**src/rtl/uart_tx_fifo_if.sv**
```systemverilog
// ----------------------------------------------------------------------------
// uart_tx_fifo_if
// Bundles the signals of the UART transmit FIFO. It covers the host write
// side, the status flags and the transmitter dispatch side.
//   master : environment side. It is the host that writes words plus the
//            transmitter that reports Busy.
//   slave  : the FIFO itself.
// Signals:
//   wr_data/wr_en   word to enqueue / enqueue request
//   full/empty      FIFO holds DEPTH / 0 words
//   count           number of stored words, 0..DEPTH
//   overflow        sticky dropped-write flag
//   ovf_clr         clears overflow
//   tx_p_data       word presented to the transmitter
//   tx_data_valid   one-cycle dispatch strobe
//   tx_busy         transmitter Busy flag
// ----------------------------------------------------------------------------
interface uart_tx_fifo_if #(
    parameter int DATA_LENGTH = 8,
    parameter int DEPTH_LOG2  = 4
) ();
    logic [DATA_LENGTH-1:0] wr_data;
    logic                   wr_en;
    logic                   full;
    logic                   empty;
    logic [DEPTH_LOG2:0]    count;
    logic                   overflow;
    logic                   ovf_clr;
    logic [DATA_LENGTH-1:0] tx_p_data;
    logic                   tx_data_valid;
    logic                   tx_busy;

    modport master (
        output wr_data, wr_en, ovf_clr, tx_busy,
        input  full, empty, count, overflow, tx_p_data, tx_data_valid
    );

    modport slave (
        input  wr_data, wr_en, ovf_clr, tx_busy,
        output full, empty, count, overflow, tx_p_data, tx_data_valid
    );
endinterface

```
**src/rtl/uart_tx_fifo.sv**
```systemverilog
// ----------------------------------------------------------------------------
// uart_tx_fifo
// Transmit-side circular FIFO in front of a UART transmitter. The host may
// write one word per clock. Stored words are dispatched one at a time with a
// single-cycle tx_data_valid strobe. The strobe fires only when the
// transmitter is idle, and at most one word goes out per transmitter frame.
//
// Ports:
//   clk    transmit clock (shared with the transmitter)
//   rst_n  asynchronous active-low reset, synchronised externally
//   bus    uart_tx_fifo_if.slave. It carries wr_data, wr_en, ovf_clr and
//          tx_busy in, and full, empty, count, overflow, tx_p_data and
//          tx_data_valid out.
//
// Optional feature:
//   UART_TX_FIFO_OVF_FLAG_EN  when defined, overflow is a sticky flag. It
//   sets on a dropped write and is cleared by ovf_clr, with set taking
//   priority. When undefined, overflow reads 0 and ovf_clr is ignored.
// ----------------------------------------------------------------------------
module uart_tx_fifo #(
    parameter int DATA_LENGTH = 8,
    parameter int DEPTH_LOG2  = 4
) (
    input  logic             clk,
    input  logic             rst_n,
    uart_tx_fifo_if.slave    bus
);
    localparam int DEPTH = 2 ** DEPTH_LOG2;
    localparam logic [DEPTH_LOG2:0]   CNT_FULL = (DEPTH_LOG2 + 1)'(DEPTH);
    localparam logic [DEPTH_LOG2:0]   CNT_ONE  = 1;
    localparam logic [DEPTH_LOG2-1:0] PTR_ONE  = 1;

    typedef enum logic [1:0] {
        IDLE,
        WAIT_BUSY,
        WAIT_DONE
    } state_t;

    logic [DATA_LENGTH-1:0] mem [DEPTH];
    logic [DEPTH_LOG2-1:0]  wr_ptr_reg;
    logic [DEPTH_LOG2-1:0]  rd_ptr_reg;
    logic [DEPTH_LOG2:0]    count_reg;
    state_t                 state_reg;
    logic                   tx_data_valid_reg;
    logic [DATA_LENGTH-1:0] tx_p_data_reg;

    logic full_int;
    logic empty_int;
    logic wr_accept;
    logic pop;

    // Flags come from the count register, so wr_en has no combinational
    // path to them.
    assign full_int  = (count_reg == CNT_FULL);
    assign empty_int = (count_reg == '0);

    // A write to a full FIFO is dropped even if a pop frees a slot in the
    // same cycle.
    assign wr_accept = bus.wr_en & ~full_int;
    assign pop       = (state_reg == IDLE) & ~empty_int & ~bus.tx_busy;

    // Storage is not reset.
    always_ff @(posedge clk) begin
        if (wr_accept) begin
            mem[wr_ptr_reg] <= bus.wr_data;
        end
    end

    always_ff @(posedge clk or negedge rst_n) begin
        if (!rst_n) begin
            wr_ptr_reg <= '0;
        end else if (wr_accept) begin
            wr_ptr_reg <= wr_ptr_reg + PTR_ONE;
        end
    end

    // A write and a pop in the same cycle leave the count unchanged.
    always_ff @(posedge clk or negedge rst_n) begin
        if (!rst_n) begin
            count_reg <= '0;
        end else begin
            case ({wr_accept, pop})
                2'b10:   count_reg <= count_reg + CNT_ONE;
                2'b01:   count_reg <= count_reg - CNT_ONE;
                default: count_reg <= count_reg;
            endcase
        end
    end

    // Dispatch FSM. WAIT_BUSY absorbs the transmitter's one-cycle Busy
    // latency, so a second word cannot be popped before Busy has risen.
    always_ff @(posedge clk or negedge rst_n) begin
        if (!rst_n) begin
            state_reg         <= IDLE;
            rd_ptr_reg        <= '0;
            tx_data_valid_reg <= 1'b0;
            tx_p_data_reg     <= '0;
        end else begin
            tx_data_valid_reg <= 1'b0;
            case (state_reg)
                IDLE: begin
                    if (pop) begin
                        tx_p_data_reg     <= mem[rd_ptr_reg];
                        rd_ptr_reg        <= rd_ptr_reg + PTR_ONE;
                        tx_data_valid_reg <= 1'b1;
                        state_reg         <= WAIT_BUSY;
                    end
                end
                WAIT_BUSY: begin
                    if (bus.tx_busy) begin
                        state_reg <= WAIT_DONE;
                    end
                end
                WAIT_DONE: begin
                    if (!bus.tx_busy) begin
                        state_reg <= IDLE;
                    end
                end
                default: state_reg <= IDLE;
            endcase
        end
    end

`ifdef UART_TX_FIFO_OVF_FLAG_EN
    logic overflow_reg;

    // Set wins over clear when both happen in the same cycle.
    always_ff @(posedge clk or negedge rst_n) begin
        if (!rst_n) begin
            overflow_reg <= 1'b0;
        end else if (bus.wr_en && full_int) begin
            overflow_reg <= 1'b1;
        end else if (bus.ovf_clr) begin
            overflow_reg <= 1'b0;
        end
    end

    assign bus.overflow = overflow_reg;
`else
    logic unused_ovf_clr;

    assign unused_ovf_clr = bus.ovf_clr;
    assign bus.overflow   = 1'b0;
`endif

    assign bus.full          = full_int;
    assign bus.empty         = empty_int;
    assign bus.count         = count_reg;
    assign bus.tx_p_data     = tx_p_data_reg;
    assign bus.tx_data_valid = tx_data_valid_reg;

endmodule

```
**src/flat_wrapper.sv**
```systemverilog
// flat-port wrapper written by rule: the top's interface ports become plain ports
module uart_tx_fifo_flat 
#(
    parameter int DATA_LENGTH = 8,
    parameter int DEPTH_LOG2  = 4
)
  (clk, rst_n, bus_wr_data, bus_wr_en, bus_ovf_clr, bus_tx_busy, bus_full, bus_empty, bus_count, bus_overflow, bus_tx_p_data, bus_tx_data_valid);
  uart_tx_fifo_if #(.DATA_LENGTH(DATA_LENGTH), .DEPTH_LOG2(DEPTH_LOG2)) bus_i ();
  input  logic clk;
  input  logic rst_n;
  input wire logic [$bits(bus_i.wr_data)-1:0] bus_wr_data;
  input wire logic [$bits(bus_i.wr_en)-1:0] bus_wr_en;
  input wire logic [$bits(bus_i.ovf_clr)-1:0] bus_ovf_clr;
  input wire logic [$bits(bus_i.tx_busy)-1:0] bus_tx_busy;
  output wire logic [$bits(bus_i.full)-1:0] bus_full;
  output wire logic [$bits(bus_i.empty)-1:0] bus_empty;
  output wire logic [$bits(bus_i.count)-1:0] bus_count;
  output wire logic [$bits(bus_i.overflow)-1:0] bus_overflow;
  output wire logic [$bits(bus_i.tx_p_data)-1:0] bus_tx_p_data;
  output wire logic [$bits(bus_i.tx_data_valid)-1:0] bus_tx_data_valid;
  assign bus_i.wr_data = bus_wr_data;
  assign bus_i.wr_en = bus_wr_en;
  assign bus_i.ovf_clr = bus_ovf_clr;
  assign bus_i.tx_busy = bus_tx_busy;
  assign bus_full = bus_i.full;
  assign bus_empty = bus_i.empty;
  assign bus_count = bus_i.count;
  assign bus_overflow = bus_i.overflow;
  assign bus_tx_p_data = bus_i.tx_p_data;
  assign bus_tx_data_valid = bus_i.tx_data_valid;
  uart_tx_fifo #(.DATA_LENGTH(DATA_LENGTH), .DEPTH_LOG2(DEPTH_LOG2)) u_core (.clk(clk), .rst_n(rst_n), .bus(bus_i));
endmodule
```
**config.mk**
```make
export PLATFORM = sky130hd
export DESIGN_NAME = uart_tx_fifo_flat
export DESIGN_NICKNAME = d
export VERILOG_FILES = /design/src/rtl/uart_tx_fifo_if.sv /design/src/rtl/uart_tx_fifo.sv /design/src/flat_wrapper.sv
export SDC_FILE = /design/constraint.sdc
export NUM_CORES = 1
export LEC_CHECK = 0
export CORE_MARGIN = 5
export CORE_UTILIZATION = 28
export CTS_BUF_LIST = sky130_fd_sc_hd__clkbuf_16
export CTS_CLUSTER_DIAMETER = 80
export DETAILED_ROUTE_END_ITERATION = 8
export PLACE_DENSITY = 0.49
export SYNTH_ARGS = -nofsm -noshare
export SYNTH_HDL_FRONTEND = slang
export SYNTH_SLANG_ARGS = --single-unit
```
**constraint.sdc**
```tcl
create_clock -name clk -period 5.48 [get_ports clk]
set_input_delay 0.822 -clock clk [delete_from_list [all_inputs] [get_ports clk]]
set_output_delay 0.822 -clock clk [all_outputs]
set_load 0.005 [all_outputs]
```
==> run metrics <==
run status finished clean; CP max stage delay 750 ps; synth-to-layout area growth 17.5%; setup bufs post-CTS 0; crit-path most repeated cell ha_1; clk sinks 152; clk_lat worst skew 420 ps; Worst-Margin Slew 1040 ps; CTS tree built; CP max FO 20; Multi-input gate area 0.00162 sq mm; Yosys reg bits 152; Synth Area per Inst 18.9 sq um; CTS buffer count 17; setup tns final 0 ps; Clock Tree Buf Depth 2; pre-CTS setup slack 1900 ps; initial core utilization 0.286; max reg flops 128; cell count after synthesis 331; crit-path cells or4_4, o21ai_2, inv_1, ha_1, xor2_1, ha_1, a21o_1, a21oi_1, nor3_1, xnor2_1; share of the yosys chip area belonging to registers 0.710; family with the most delay on the worst path compound AO/OA/AOI/OAI gates; pins over their slew limit 0; register area 0.00445 sq mm; First-pass DRT Iterations 4; Synth Net Count 352; Tightest Hold Check Type reg2reg; Vias 2,960; layout cells sized above 1 0.175; PwrDens 507 mW/mm^2; Req. time, crit path 5790 ps; # DRC 0; synthesized area 0.00626 sq mm; Tot GR Track Use 0.101; Critical Path Start Type register; row cnt 54; vias in the first global route 3,212; critical path capture point type register; Synth Area in Compound Gates 0.0274; Post-Synth XOR/XNOR Area 0.0196; nets 386; multiplexer share of the synthesized area 0.156; final antenna-violating net count 0; WS Path Type reg2reg; Fillers 2,084; Warnings, synthesis 0; setup slack after layout 1910 ps; synth unique cells 38; Post-Synth Simple-Gate Area 0.0384; Adder-Cell Fraction of Synth Area 0.0160; largest family of logic cells by synthesized area multiplexers; fin crit share 0.652; fmax 0.280 GHz; Remaining Overflow, GRT 0; peak supply drop 0.000262 V; antenna fix cells 0; GPL Wtd Cong 0.659; Die H 160 um; Initial DRC Count 147; Clock Pin Slew Worst Setup and Hold Paths 70 ps; WL final 12,300 um; Max-slew headroom 0.306; endpoints failing setup 0; maxcap violations 0; vias per cell 4.50; Hold Fails Final Rpt 0; initial antenna violation count 0; Post-CTS Resized 0; arrival time worst endpoint 3880 ps; largest net degree at the start of global routing 36; Die Width 160 um; Top-Level Pins 30; Root Buffer clkbuf_16; Buf+Inv Stages, Crit Path 1; H-tree depth 4; cts hold-fix bufs 0; DP Wirelength 7570 um; die area 0.0254 sq mm; PortBufs 27; slowest CP cell o21ai_2; DR WL/cell 18.6 um; min Tclk post-route 3570 ps; Layout Skew 7.26 ps; Pleak 2.54 nW; RSZ-0062 raised after global routing no; Core ar. 0.0219 sq mm; global-route wire length before repair 19,200 um
==> area by class of cell <==
cell class                 count  share of cell area
sequential                   152               0.604
multi-input combinational    151               0.220
clock buffer                  17              0.0578
tap                          280              0.0476
timing repair buffer          35              0.0449
clock inverter                15              0.0214
inverter                       8             0.00408
==> synth_stat cells <==
master | count | area [sq um]
edfxtp_1 | 128 | 3840
dfrtp_1 | 24 | 601
mux4_1 | 16 | 420
mux4_2 | 16 | 360
nand2_1 | 16 | 60.1
nor2_1 | 15 | 56.3
mux2i_1 | 13 | 130
nor3_1 | 9 | 45.0
ha_1 | 8 | 100
inv_1 | 8 | 30.0
xnor2_1 | 8 | 70.1
o21ai_0 | 7 | 35.0
a21oi_1 | 6 | 30.0
mux2_2 | 6 | 67.6
xor2_1 | 6 | 52.6
clkbuf_1 | 5 | 18.8
a211o_1 | 4 | 35.0
buf_2 | 4 | 20.0
buf_6 | 4 | 45.0
nor2b_1 | 4 | 25.0
a22o_1 | 3 | 26.3
buf_12 | 2 | 40.0
buf_4 | 2 | 15.0
nand2b_1 | 2 | 12.5
nand4_1 | 2 | 12.5
a21boi_2 | 1 | 11.3
a21o_1 | 1 | 7.51
a222oi_1 | 1 | 10.0
and2_1 | 1 | 6.26
buf_1 | 1 | 3.75
buf_8 | 1 | 15.0
clkdlybuf4s25_2 | 1 | 10.0
conb_1 | 1 | 3.75
nand3_1 | 1 | 5.00
nor4_1 | 1 | 6.26
o21ai_2 | 1 | 8.76
o31ai_1 | 1 | 7.51
or4_4 | 1 | 11.3
==> where the power goes <==
part	leakage [nW]	switching (mW)	internal, mW
logic	0.811	0.501	0.522
registers	1.45	0.130	1.44
clock network	0.282	0.493	0.644
total	2.54	1.12	2.60
==> cells by family after synthesis <==
kind of cell / Yosys count
flip-flops: 152
AND/OR/NAND/NOR: 52
other: 1
multiplexers: 51
buffers and inverters: 28
XOR/XNOR: 14
AO/OA/AOI/OAI: 25
adder cells (fa/ha/maj): 8
==> routing by layer <==
metal / up-vias / routed length, um / GRT usage
met5: - / 0 / 0
met4: 0 / 129 / 0.0302
met3: 14 / 541 / 0.0326
met2: 54 / 6100 / 0.165
met1: 1518 / 5490 / 0.128
li1: 1374 / - / -
==> stage by stage <==
step	hold WS (ps)	utilization	total power [mW]	cell area, sq um	std cells
floorplan	451	-	2.33	6260	331
global placement	464	0.309	2.62	6770	626
detailed placement	480	0.309	2.65	6770	626
CTS	494	0.336	3.79	7360	658
global route	518	0.336	3.94	7360	658
finish	486	0.336	3.73	7360	658
==> final timing paths <==
path	startpoint	depth (start not counted)	slack, ps	to
worst max-delay path	u_core.bus.count[2]	10	1910	u_core.bus.count[4]
worst min-delay path	u_core.bus.tx_p_data[0]	2	490	u_core.bus.tx_p_data[0]
worst max register to register	u_core.bus.count[2]	10	1910	u_core.bus.count[4]
worst min register to register	u_core.bus.tx_p_data[0]	2	490	u_core.bus.tx_p_data[0]
max in group asynchronous	rst_n	2	4410	u_core.rd_ptr_reg[0]
min in group asynchronous	rst_n	2	780	u_core.bus.count[2]
==> layout by cell type (no fill, tap or decap), drive strengths merged, types with 9 or more instances in the layout <==
cell | netlist | routed
edfxtp | 128 | 128
nor3 | 9 | 9
dfrtp | 24 | 24
nor2 | 15 | 15
clkdlybuf4s50 | 0 | 27
mux4 | 32 | 32
mux2i | 13 | 13
inv | 8 | 17
clkbuf | 5 | 17
nand2 | 16 | 16
==> worst register-to-register path, cell delays in order, from the launching register on <==
cell     delay (ps)
dfrtp_1         480
or4_4           610
o21ai_2         750
inv_1           270
ha_1            370
xor2_1          200
ha_1            230
a21o_1          190
a21oi_1         150
nor3_1           80
xnor2_1         130
No activity file was read; power rests on OpenSTA's default activity.
